File: src/rtl/debug_dump_sequencer_if.sv
// Pipeline-side and UART-side signals of the post-halt dump sequencer.
// master = the sequencer, slave = its environment (pipeline debug ports, uart_tx, debug_unit).
interface debug_dump_sequencer_if #(
   parameter int NB_DATA = 32,
   parameter int NB_REG  = 5,
   parameter int NB_ADDR = 7,
   parameter int N_BITS  = 8
);
   logic               i_start;
   logic [NB_DATA-1:0] i_pc;
   logic [NB_DATA-1:0] i_cycles;
   logic               o_reg_rd;
   logic [NB_REG-1:0]  o_reg_addr;
   logic [NB_DATA-1:0] i_reg_data;
   logic               o_mem_rd;
   logic [NB_ADDR-1:0] o_mem_addr;
   logic [NB_DATA-1:0] i_mem_data;
   logic               i_mem_dirty;
   // o_tx_start is a one-cycle request; o_tx_data stays stable until the i_tx_done pulse.
   logic               o_tx_start;
   logic [N_BITS-1:0]  o_tx_data;
   logic               i_tx_done;
   logic               o_busy;
   logic               o_done;
   logic [3:0]         o_dbg_state;

   modport master (
      input  i_start, i_pc, i_cycles, i_reg_data, i_mem_data, i_mem_dirty, i_tx_done,
      output o_reg_rd, o_reg_addr, o_mem_rd, o_mem_addr, o_tx_start, o_tx_data,
             o_busy, o_done, o_dbg_state
   );

   modport slave (
      output i_start, i_pc, i_cycles, i_reg_data, i_mem_data, i_mem_dirty, i_tx_done,
      input  o_reg_rd, o_reg_addr, o_mem_rd, o_mem_addr, o_tx_start, o_tx_data,
             o_busy, o_done, o_dbg_state
   );
endinterface

File: src/rtl/debug_dump_sequencer.sv
// Streams PC, cycle count, registers, dirty memory words and an 0xFF marker to uart_tx.
// Optional macro DUMP_SEQ_CHECKSUM_EN appends an XOR checksum byte after the marker.
module debug_dump_sequencer #(
   parameter int NB_DATA     = 32,
   parameter int NB_REG      = 5,
   parameter int NB_ADDR     = 7,
   parameter int N_MEM_WORDS = 128,
   parameter int N_BITS      = 8
) (
   input logic i_clock,
   input logic i_reset,
   debug_dump_sequencer_if.master bus
);

   localparam int WB    = NB_DATA / N_BITS;
   localparam int BC_W  = $clog2(WB + 1);
   localparam int NREGS = 2 ** NB_REG;
   localparam int RI_W  = NB_REG + 1;
   localparam int MI_W  = NB_ADDR + 1;

   typedef enum logic [3:0] {
      S_IDLE     = 4'd0,
      S_SEND     = 4'd1,
      S_WAIT_TX  = 4'd2,
      S_NEXT     = 4'd3,
      S_REG_RD   = 4'd4,
      S_REG_WAIT = 4'd5,
      S_MEM_RD   = 4'd6,
      S_MEM_WAIT = 4'd7,
      S_END      = 4'd8
`ifdef DUMP_SEQ_CHECKSUM_EN
      , S_CKSUM  = 4'd9
`endif
   } state_t;

   // Phase records what the word just sent was, so NEXT knows what follows it.
   typedef enum logic [2:0] {
      P_PC    = 3'd0,
      P_CYC   = 3'd1,
      P_REG   = 3'd2,
      P_MADDR = 3'd3,
      P_MDATA = 3'd4,
      P_END   = 3'd5,
      P_CK    = 3'd6
   } phase_t;

   state_t             r_state;
   state_t             w_state_next;
   phase_t             r_phase;
   logic [NB_DATA-1:0] r_sr;
   logic [NB_DATA-1:0] r_hold;
   logic [NB_DATA-1:0] r_mword;
   logic [BC_W-1:0]    r_bc;
   logic [BC_W-1:0]    r_bc_last;
   logic [RI_W-1:0]    r_ri;
   logic [MI_W-1:0]    r_mi;
   logic               w_last_mem;
   logic               w_regs_done;
   logic               w_word_end;
   logic [N_BITS-1:0]  w_tx_byte;
   logic [N_BITS-1:0]  w_addr_byte;
`ifdef DUMP_SEQ_CHECKSUM_EN
   logic [N_BITS-1:0]  r_cksum;
`endif

   assign w_tx_byte   = r_sr[NB_DATA-1 -: N_BITS];
   assign w_addr_byte = {{(N_BITS-NB_ADDR){1'b0}}, r_mi[NB_ADDR-1:0]};
   assign w_last_mem  = (r_mi == MI_W'(N_MEM_WORDS - 1));
   assign w_regs_done = (r_ri == RI_W'(NREGS));
   assign w_word_end  = (r_bc == r_bc_last);

   always_ff @(posedge i_clock or posedge i_reset) begin
      if (i_reset) r_state <= S_IDLE;
      else         r_state <= w_state_next;
   end

   always_comb begin
      w_state_next = r_state;
      case (r_state)
         S_IDLE:     if (bus.i_start) w_state_next = S_SEND;
         S_SEND:     w_state_next = S_WAIT_TX;
         S_WAIT_TX:  if (bus.i_tx_done) w_state_next = w_word_end ? S_NEXT : S_SEND;
         S_NEXT: begin
            case (r_phase)
               P_PC, P_MADDR: w_state_next = S_SEND;
               P_CYC:         w_state_next = S_REG_RD;
               P_REG:         w_state_next = w_regs_done ? S_MEM_RD : S_REG_RD;
               P_MDATA:       w_state_next = w_last_mem ? S_END : S_MEM_RD;
`ifdef DUMP_SEQ_CHECKSUM_EN
               P_END:         w_state_next = S_CKSUM;
`else
               P_END:         w_state_next = S_IDLE;
`endif
               default:       w_state_next = S_IDLE;
            endcase
         end
         S_REG_RD:   w_state_next = S_REG_WAIT;
         S_REG_WAIT: w_state_next = S_SEND;
         S_MEM_RD:   w_state_next = S_MEM_WAIT;
         S_MEM_WAIT: begin
            if (bus.i_mem_dirty) w_state_next = S_SEND;
            else if (w_last_mem) w_state_next = S_END;
            else                 w_state_next = S_MEM_RD;
         end
         S_END:      w_state_next = S_SEND;
`ifdef DUMP_SEQ_CHECKSUM_EN
         S_CKSUM:    w_state_next = S_SEND;
`endif
         default:    w_state_next = S_IDLE;
      endcase
   end

   always_ff @(posedge i_clock or posedge i_reset) begin
      if (i_reset) begin
         r_phase   <= P_PC;
         r_sr      <= '0;
         r_hold    <= '0;
         r_mword   <= '0;
         r_bc      <= '0;
         r_bc_last <= '0;
         r_ri      <= '0;
         r_mi      <= '0;
`ifdef DUMP_SEQ_CHECKSUM_EN
         r_cksum   <= '0;
`endif
      end else begin
         case (r_state)
            S_IDLE: begin
               if (bus.i_start) begin
                  r_sr      <= bus.i_pc;
                  r_hold    <= bus.i_cycles;
                  r_bc      <= '0;
                  r_bc_last <= BC_W'(WB - 1);
                  r_ri      <= '0;
                  r_mi      <= '0;
                  r_phase   <= P_PC;
`ifdef DUMP_SEQ_CHECKSUM_EN
                  r_cksum   <= '0;
`endif
               end
            end
`ifdef DUMP_SEQ_CHECKSUM_EN
            S_SEND: r_cksum <= r_cksum ^ w_tx_byte;
`endif
            S_WAIT_TX: begin
               if (bus.i_tx_done) begin
                  r_sr <= r_sr << N_BITS;
                  r_bc <= w_word_end ? '0 : r_bc + BC_W'(1);
               end
            end
            S_NEXT: begin
               case (r_phase)
                  P_PC: begin
                     r_sr    <= r_hold;
                     r_phase <= P_CYC;
                  end
                  P_CYC:   r_phase <= P_REG;
                  P_MADDR: begin
                     r_sr      <= r_mword;
                     r_bc_last <= BC_W'(WB - 1);
                     r_phase   <= P_MDATA;
                  end
                  P_MDATA: if (!w_last_mem) r_mi <= r_mi + MI_W'(1);
                  default: ;
               endcase
            end
            S_REG_WAIT: begin
               r_sr      <= bus.i_reg_data;
               r_ri      <= r_ri + RI_W'(1);
               r_bc_last <= BC_W'(WB - 1);
               r_phase   <= P_REG;
            end
            S_MEM_WAIT: begin
               // A dirty word goes out as a single address byte, then its data word.
               if (bus.i_mem_dirty) begin
                  r_mword   <= bus.i_mem_data;
                  r_sr      <= {w_addr_byte, {(NB_DATA-N_BITS){1'b0}}};
                  r_bc_last <= '0;
                  r_phase   <= P_MADDR;
               end else if (!w_last_mem) begin
                  r_mi <= r_mi + MI_W'(1);
               end
            end
            S_END: begin
               r_sr      <= {{N_BITS{1'b1}}, {(NB_DATA-N_BITS){1'b0}}};
               r_bc_last <= '0;
               r_phase   <= P_END;
            end
`ifdef DUMP_SEQ_CHECKSUM_EN
            S_CKSUM: begin
               r_sr      <= {r_cksum, {(NB_DATA-N_BITS){1'b0}}};
               r_bc_last <= '0;
               r_phase   <= P_CK;
            end
`endif
            default: ;
         endcase
      end
   end

   assign bus.o_tx_start  = (r_state == S_SEND);
   assign bus.o_tx_data   = w_tx_byte;
   assign bus.o_reg_rd    = (r_state == S_REG_RD);
   assign bus.o_reg_addr  = r_ri[NB_REG-1:0];
   assign bus.o_mem_rd    = (r_state == S_MEM_RD);
   assign bus.o_mem_addr  = r_mi[NB_ADDR-1:0];
   assign bus.o_busy      = (r_state != S_IDLE);
   assign bus.o_dbg_state = r_state;
`ifdef DUMP_SEQ_CHECKSUM_EN
   assign bus.o_done      = (r_state == S_NEXT) && (r_phase == P_CK);
`else
   assign bus.o_done      = (r_state == S_NEXT) && (r_phase == P_END);
`endif

endmodule

File: src/flat_wrapper.sv
// flat-port wrapper written by rule: the top's interface ports become plain ports
module debug_dump_sequencer_flat 
#(
   parameter int NB_DATA     = 32,
   parameter int NB_REG      = 5,
   parameter int NB_ADDR     = 7,
   parameter int N_MEM_WORDS = 128,
   parameter int N_BITS      = 8
)
  (i_clock, i_reset, bus_i_start, bus_i_pc, bus_i_cycles, bus_i_reg_data, bus_i_mem_data, bus_i_mem_dirty, bus_i_tx_done, bus_o_reg_rd, bus_o_reg_addr, bus_o_mem_rd, bus_o_mem_addr, bus_o_tx_start, bus_o_tx_data, bus_o_busy, bus_o_done, bus_o_dbg_state);
  debug_dump_sequencer_if #(.NB_DATA(NB_DATA), .NB_REG(NB_REG), .NB_ADDR(NB_ADDR), .N_BITS(N_BITS)) bus_i ();
  input logic i_clock;
  input logic i_reset;
  input wire logic [$bits(bus_i.i_start)-1:0] bus_i_start;
  input wire logic [$bits(bus_i.i_pc)-1:0] bus_i_pc;
  input wire logic [$bits(bus_i.i_cycles)-1:0] bus_i_cycles;
  input wire logic [$bits(bus_i.i_reg_data)-1:0] bus_i_reg_data;
  input wire logic [$bits(bus_i.i_mem_data)-1:0] bus_i_mem_data;
  input wire logic [$bits(bus_i.i_mem_dirty)-1:0] bus_i_mem_dirty;
  input wire logic [$bits(bus_i.i_tx_done)-1:0] bus_i_tx_done;
  output wire logic [$bits(bus_i.o_reg_rd)-1:0] bus_o_reg_rd;
  output wire logic [$bits(bus_i.o_reg_addr)-1:0] bus_o_reg_addr;
  output wire logic [$bits(bus_i.o_mem_rd)-1:0] bus_o_mem_rd;
  output wire logic [$bits(bus_i.o_mem_addr)-1:0] bus_o_mem_addr;
  output wire logic [$bits(bus_i.o_tx_start)-1:0] bus_o_tx_start;
  output wire logic [$bits(bus_i.o_tx_data)-1:0] bus_o_tx_data;
  output wire logic [$bits(bus_i.o_busy)-1:0] bus_o_busy;
  output wire logic [$bits(bus_i.o_done)-1:0] bus_o_done;
  output wire logic [$bits(bus_i.o_dbg_state)-1:0] bus_o_dbg_state;
  assign bus_i.i_start = bus_i_start;
  assign bus_i.i_pc = bus_i_pc;
  assign bus_i.i_cycles = bus_i_cycles;
  assign bus_i.i_reg_data = bus_i_reg_data;
  assign bus_i.i_mem_data = bus_i_mem_data;
  assign bus_i.i_mem_dirty = bus_i_mem_dirty;
  assign bus_i.i_tx_done = bus_i_tx_done;
  assign bus_o_reg_rd = bus_i.o_reg_rd;
  assign bus_o_reg_addr = bus_i.o_reg_addr;
  assign bus_o_mem_rd = bus_i.o_mem_rd;
  assign bus_o_mem_addr = bus_i.o_mem_addr;
  assign bus_o_tx_start = bus_i.o_tx_start;
  assign bus_o_tx_data = bus_i.o_tx_data;
  assign bus_o_busy = bus_i.o_busy;
  assign bus_o_done = bus_i.o_done;
  assign bus_o_dbg_state = bus_i.o_dbg_state;
  debug_dump_sequencer #(.NB_DATA(NB_DATA), .NB_REG(NB_REG), .NB_ADDR(NB_ADDR), .N_MEM_WORDS(N_MEM_WORDS), .N_BITS(N_BITS)) u_core (.i_clock(i_clock), .i_reset(i_reset), .bus(bus_i));
endmodule
File: config.mk
export PLATFORM = sky130hd
export DESIGN_NAME = debug_dump_sequencer_flat
export DESIGN_NICKNAME = d
export VERILOG_FILES = /design/src/rtl/debug_dump_sequencer_if.sv /design/src/rtl/debug_dump_sequencer.sv /design/src/flat_wrapper.sv
export SDC_FILE = /design/constraint.sdc
export NUM_CORES = 1
export LEC_CHECK = 0
export ABC_AREA = 0
export CAP_MARGIN = 15
export CORE_MARGIN = 3
export CORE_UTILIZATION = 35
export CTS_BUF_LIST = sky130_fd_sc_hd__clkbuf_16
export DETAILED_ROUTE_END_ITERATION = 7
export PLACE_DENSITY = 0.73
export RECOVER_POWER = 25
export SETUP_SLACK_MARGIN = 0.02
export SYNTH_ARGS = -nofsm -noshare
export SYNTH_HDL_FRONTEND = slang
export SYNTH_SLANG_ARGS = --single-unit
export TNS_END_PERCENT = 100
File: constraint.sdc
create_clock -name i_clock -period 3.8 [get_ports i_clock]
set_input_delay 0.57 -clock i_clock [delete_from_list [all_inputs] [get_ports i_clock]]
set_output_delay 0.57 -clock i_clock [all_outputs]
set_load 0.02 [all_outputs]
After elaboration in Yosys (flattened, before gate mapping)
Cells that the tools add are included.
- $add $sub $neg: 3
- eq/ne operators: 24
- multiplexer cells: 31
- reductions and logical operators: 20
- operators with widths (cell ; number):
    32-bit one-hot mux with 6 select lines ; 1
    32-bit 2-to-1 mux ; 3
    32-bit one-hot mux with 2 select lines ; 1
    8-bit 2-to-1 mux ; 4
    4-bit one-hot mux with 8 select lines ; 1
    3-bit one-hot mux with 5 select lines ; 2
    8-bit one-hot mux with 3 select lines ; 1
    3-bit 2-to-1 mux ; 7
    4-bit by 3-bit == test with 1-bit output, second input constant ; 4
    4-bit 2-to-1 mux ; 4
    4-bit one-hot mux with 4 select lines ; 1
    2-bit != test, second input constant ; 6
    6-bit one-hot mux with 2 select lines ; 1
    4-bit AND reduction ; 3
    3-bit one-hot mux with 3 select lines ; 1
    8-bit by 1-bit adder with 8-bit output, second input constant ; 1
    4-bit by 2-bit == test with 1-bit output, second input constant ; 2
    8-bit by 7-bit == test with 1-bit output, second input constant ; 1
    2-bit AND reduction ; 4
    6-bit by 1-bit adder with 6-bit output, second input constant ; 1
    3-bit by 2-bit == test with 1-bit output, second input constant ; 2
    3-bit == test, second input constant ; 2
    6-bit == test, second input constant ; 1
    6-bit 2-to-1 mux ; 1
    other kinds (20) ; 23
- flip-flop bits (word level): 123
- input port bits: 133
- output and inout port bits: 29
- word-level logic and storage cells: 87

Depth between registers and ports, before layout
- depth after elaboration: 4
- gate-level depth with buffers: 9
- gate-level depth less buffers: 7

Worst setup path before layout
Ideal clock, no wire load.
- kind: register -> output
- start: register u_core.r_state[0] (netlist: u_core.bus.o_dbg_state[0])
- end: output port bus_o_done
- data arrival time: 1.679 ns
- data required time: 3.230 ns
- slack: 1.551 ns
- cell stages (with the launch flop): 6
- path buffers: 2
- path through: dfrtp_1 buf_2 nor4bb_1 clkbuf_1 nand2_1 nor3_1
- longest elaborated chain between the ends: 2
- RTL lines (what ; line ; source):
    from (decl) ; debug_dump_sequencer.sv:47 ; state_t r_state;
    from (signal assigned) ; debug_dump_sequencer.sv:74 ; else r_state <= w_state_next;
    4-bit by 2-bit == test with 1-bit output ; debug_dump_sequencer.sv:212 ; assign bus.o_done = (r_state == S_NEXT) && (r_phase == P_END);
    1-bit logical AND ; debug_dump_sequencer.sv:212 ;
    to (decl) ; flat_wrapper.sv:28 ; output wire logic [$bits(bus_i.o_done)-1:0] bus_o_done;
Every way passes these cells.

Final worst setup path
- start: register u_core.r_state[3] (netlist: u_core.bus.o_dbg_state[3])
- end: output port bus_o_done
The elaborated chain is that of the path after synthesis.

==> summary.txt <==
Outcome
  • Outcome: finished with violations
  • Failing checks: max-capacitance violations, max-slew violations

Clocking
  • Root Driver: clkbuf_16
  • Post-CTS Setup Bufs: 0
  • Max clock buf depth: 2
  • CTS tree: done
  • H-tree levels: 4
  • CTS Sinks: about 120
  • Hold Buf Count CTS: 0
  • # resized after CTS: 0
  • Clock Pin Slew Worst Setup and Hold Paths: ~50 ps
  • Total CTS buffers: 17
  • Worst-Skew Late Latency: between 400 and 500 ps

Floorplan
  • Core area: 18400 um2
  • I/O Pins: 162
  • Die Wd: roughly 140 um
  • Die height: between 100 and 150 um
  • Std-Cell Rows: 49
  • Die ar.: 20900 um2
  • Initial Util: 0.365

Power and ir drop
  • Power Density: 782 nW/um2
  • Peak supply drop: 0.000393 V
  • Leakage: between 3 and 4 nW
  • Tot Pwr: a little under 7 mW

Flow run
  • MaxCap Viol Count: 1

Synthesis
  • Post-synth top area share: 0.451
  • Async set-reset flop share out of synthesis: 1.00
  • Number of synthesis warnings: 0
  • Main flop type after synthesis: dfrtp_1
  • Cells after Synth: slightly above 700
  • XOR/XNOR Fraction of Synth Area: 0.00653
  • Top cells by area, synth: dfrtp_1, mux2_2, nand2_1
  • Post-Synthesis Net Count: around 840
  • Synth cell count leaders: dfrtp_1, nand2_1, mux2_2
  • Most frequent cell after synthesis: dfrtp_1
  • Seq/Total Area, Yosys: 0.451
  • Multiplexer share of the synthesized area: 0.131
  • Synth Area in Simple Gates: 0.135
  • EDFF count, synth: 0
  • Dominant cell type by area after synthesis: dfrtp_1
  • Seq cells post-synth: ~120
  • Largest family of logic cells by synthesized area: compound AO/OA/AOI/OAI gates
  • Syn Area/Cell: about 9.5 um2
  • Synth Area in Compound Gates: 0.199
  • Yosys cell types: 57
  • Synthesized area: ~6700 um2
  • Post-Synth Adder-Cell Area: 0.00746

Routing
  • Pre-Repair DR Iteration Count: 5
  • Via density: ~5.4
  • DRC viols: 0
  • Antenna viol nets, final: 0
  • Wire per inst: approximately 19 um
  • Routed vias: 5778
  • Routed wire length: 19.8 mm
  • Drt first-iter violations: 340

Timing
  • Period minus WS final: 3170 ps
  • Hold Fails Final Rpt: 0
  • Final worst slack: between 600 and 700 ps
  • Setup TNS: 0 ps
  • Pins Over Slew Limit: just under 60
  • Worst hold margin: ~480 ps
  • Fmax: about 0.32 GHz
  • Setup violations, final: 0
  • Rel. slew slack: -0.0171
  • RSZ-0062 raised after global routing: no
  • Setup Skew: between 6 and 7 ps
  • Period utilisation layout: 0.834
  • Worst Tran Pin Value: about 1500 ps

Place
  • Pre-CTS setup slack: 907 ps
  • DPL Wire Length: between 10 and 15 mm
  • GPL Wtd Cong: 0.894
  • Number of I/O port buffers: between 150 and 200
  • Area of placed instances: between 8000 and 9000 um2
  • Dpl cells: 1035

GRT
  • Total grt overflow: 0
  • Initial antenna violation count: 1
  • First-pass GRT wire length: 31.1 mm
  • Largest net degree at the start of global routing: slightly below 60
  • Vias in the first global route: 5741
  • All-Layer GR Usage: 0.193

Setup path
  • CP arrival: 2600 ps
  • Nature of the critical path endpoint: output port
  • CP Class: register to output port
  • Critical Path Source Type: register
  • Worst-path fanout max: 28
  • CP Data Required Time: 3230 ps

Final layout
  • Layout Utilization: 0.480
  • Non-filler cells, final: between 1000 and 1500
  • Post-Layout Inst Area: 8830 um2
  • Nets@finish: 962
  • Share of cells above drive strength 1: 0.144
  • Synth-to-Final Area Change: 31.7%
  • Number of diodes: 0

Min path
  • Type of the tightest min-delay check: register to register
## routing by layer
layer | vias up | wire length (um) | track usage
li1 | 2756 | - | -
met1 | 2805 | 8550 | 0.256
met2 | 197 | 9580 | 0.315
met3 | 18 | 1400 | 0.0522
met4 | 2 | 237 | 0.0466
met5 | - | 13 | 0
## cell families after synthesis
logic type                 Yosys count
AOI/OAI and AO/OA                  220
and+or+nand+nor                    195
DFF                                121
buffers and inverters               83
muxes                               79
xor gates and xnor gates             5
adders and majority gates            4
## placed cells by master (no fill, tap or decap), drive strengths merged, types with 3 or more instances in the layout
| cell type | n |
|---|---|
| clkdlybuf4s50 | 160 |
| dfrtp | 121 |
| nand2 | 102 |
| o21ai | 84 |
| mux2 | 69 |
| a21oi | 54 |
| o22ai | 30 |
| nor2 | 29 |
| a22oi | 18 |
| clkbuf | 18 |
| nand2b | 15 |
| buf | 12 |
| nor3 | 10 |
| mux2i | 10 |
| inv | 9 |
| clkinv | 7 |
| o31ai | 7 |
| nand4 | 6 |
| nand3 | 6 |
| a2111oi | 6 |
| xor2 | 5 |
| nor2b | 4 |
| ha | 4 |
| nand3b | 3 |
| bufinv | 3 |
| or2 | 3 |
| and3 | 3 |
| a21o | 3 |
## state kept, by name, summed over array words and instances, names as in the netlist
signal                  count
u_core.r_ri                 6
u_core.bus.o_dbg_state      4
u_core.r_sr                32
u_core.r_mi                 8
u_core.r_bc_last            1
u_core.r_mword             32
u_core.r_bc                 3
u_core.r_phase              3
u_core.r_hold              32
## area by class of cell
class	count	area, um2
clock inverters	13	139
clock buffers	17	425
repair buffers	174	1710
flip-flops and latches	121	3030
well taps	229	287
inverters	8	31.3
fillers	1787	9560
multi-input cells	503	3210
## worst max-delay path, stage by stage (launching register included)
cell	delay, ps
dfrtp_1	720
nor4bb_1	390
buf_4	200
nand2_1	70
nor3_1	160
clkdlybuf4s50_1	640
## power by group
group	switching, mW	internal (mW)	leakage [nW]
registers	0.383	1.88	1.51
clock network	0.562	1.01	0.288
logic	1.71	1.38	1.86
total	2.65	4.26	3.66
## path summary, 6_finish.rpt
check,endpoint,slack (ps),depth (start not counted),from
max,bus_o_done,630,5,u_core.bus.o_dbg_state[3]$_DFFE_PP0P_
max reg2reg,u_core.r_sr[5]$_DFFE_PP0P_,970,6,u_core.bus.o_dbg_state[3]$_DFFE_PP0P_
min reg2reg,u_core.r_sr[23]$_DFFE_PP0P_,480,2,u_core.r_sr[23]$_DFFE_PP0P_
min,u_core.r_sr[23]$_DFFE_PP0P_,480,2,u_core.r_sr[23]$_DFFE_PP0P_
max in group asynchronous,u_core.r_ri[2]$_DFFE_PP0P_,880,3,i_reset
min in group asynchronous,u_core.r_mword[19]$_DFFE_PP0P_,880,2,i_reset
Power figures use the tool's default switching activity.
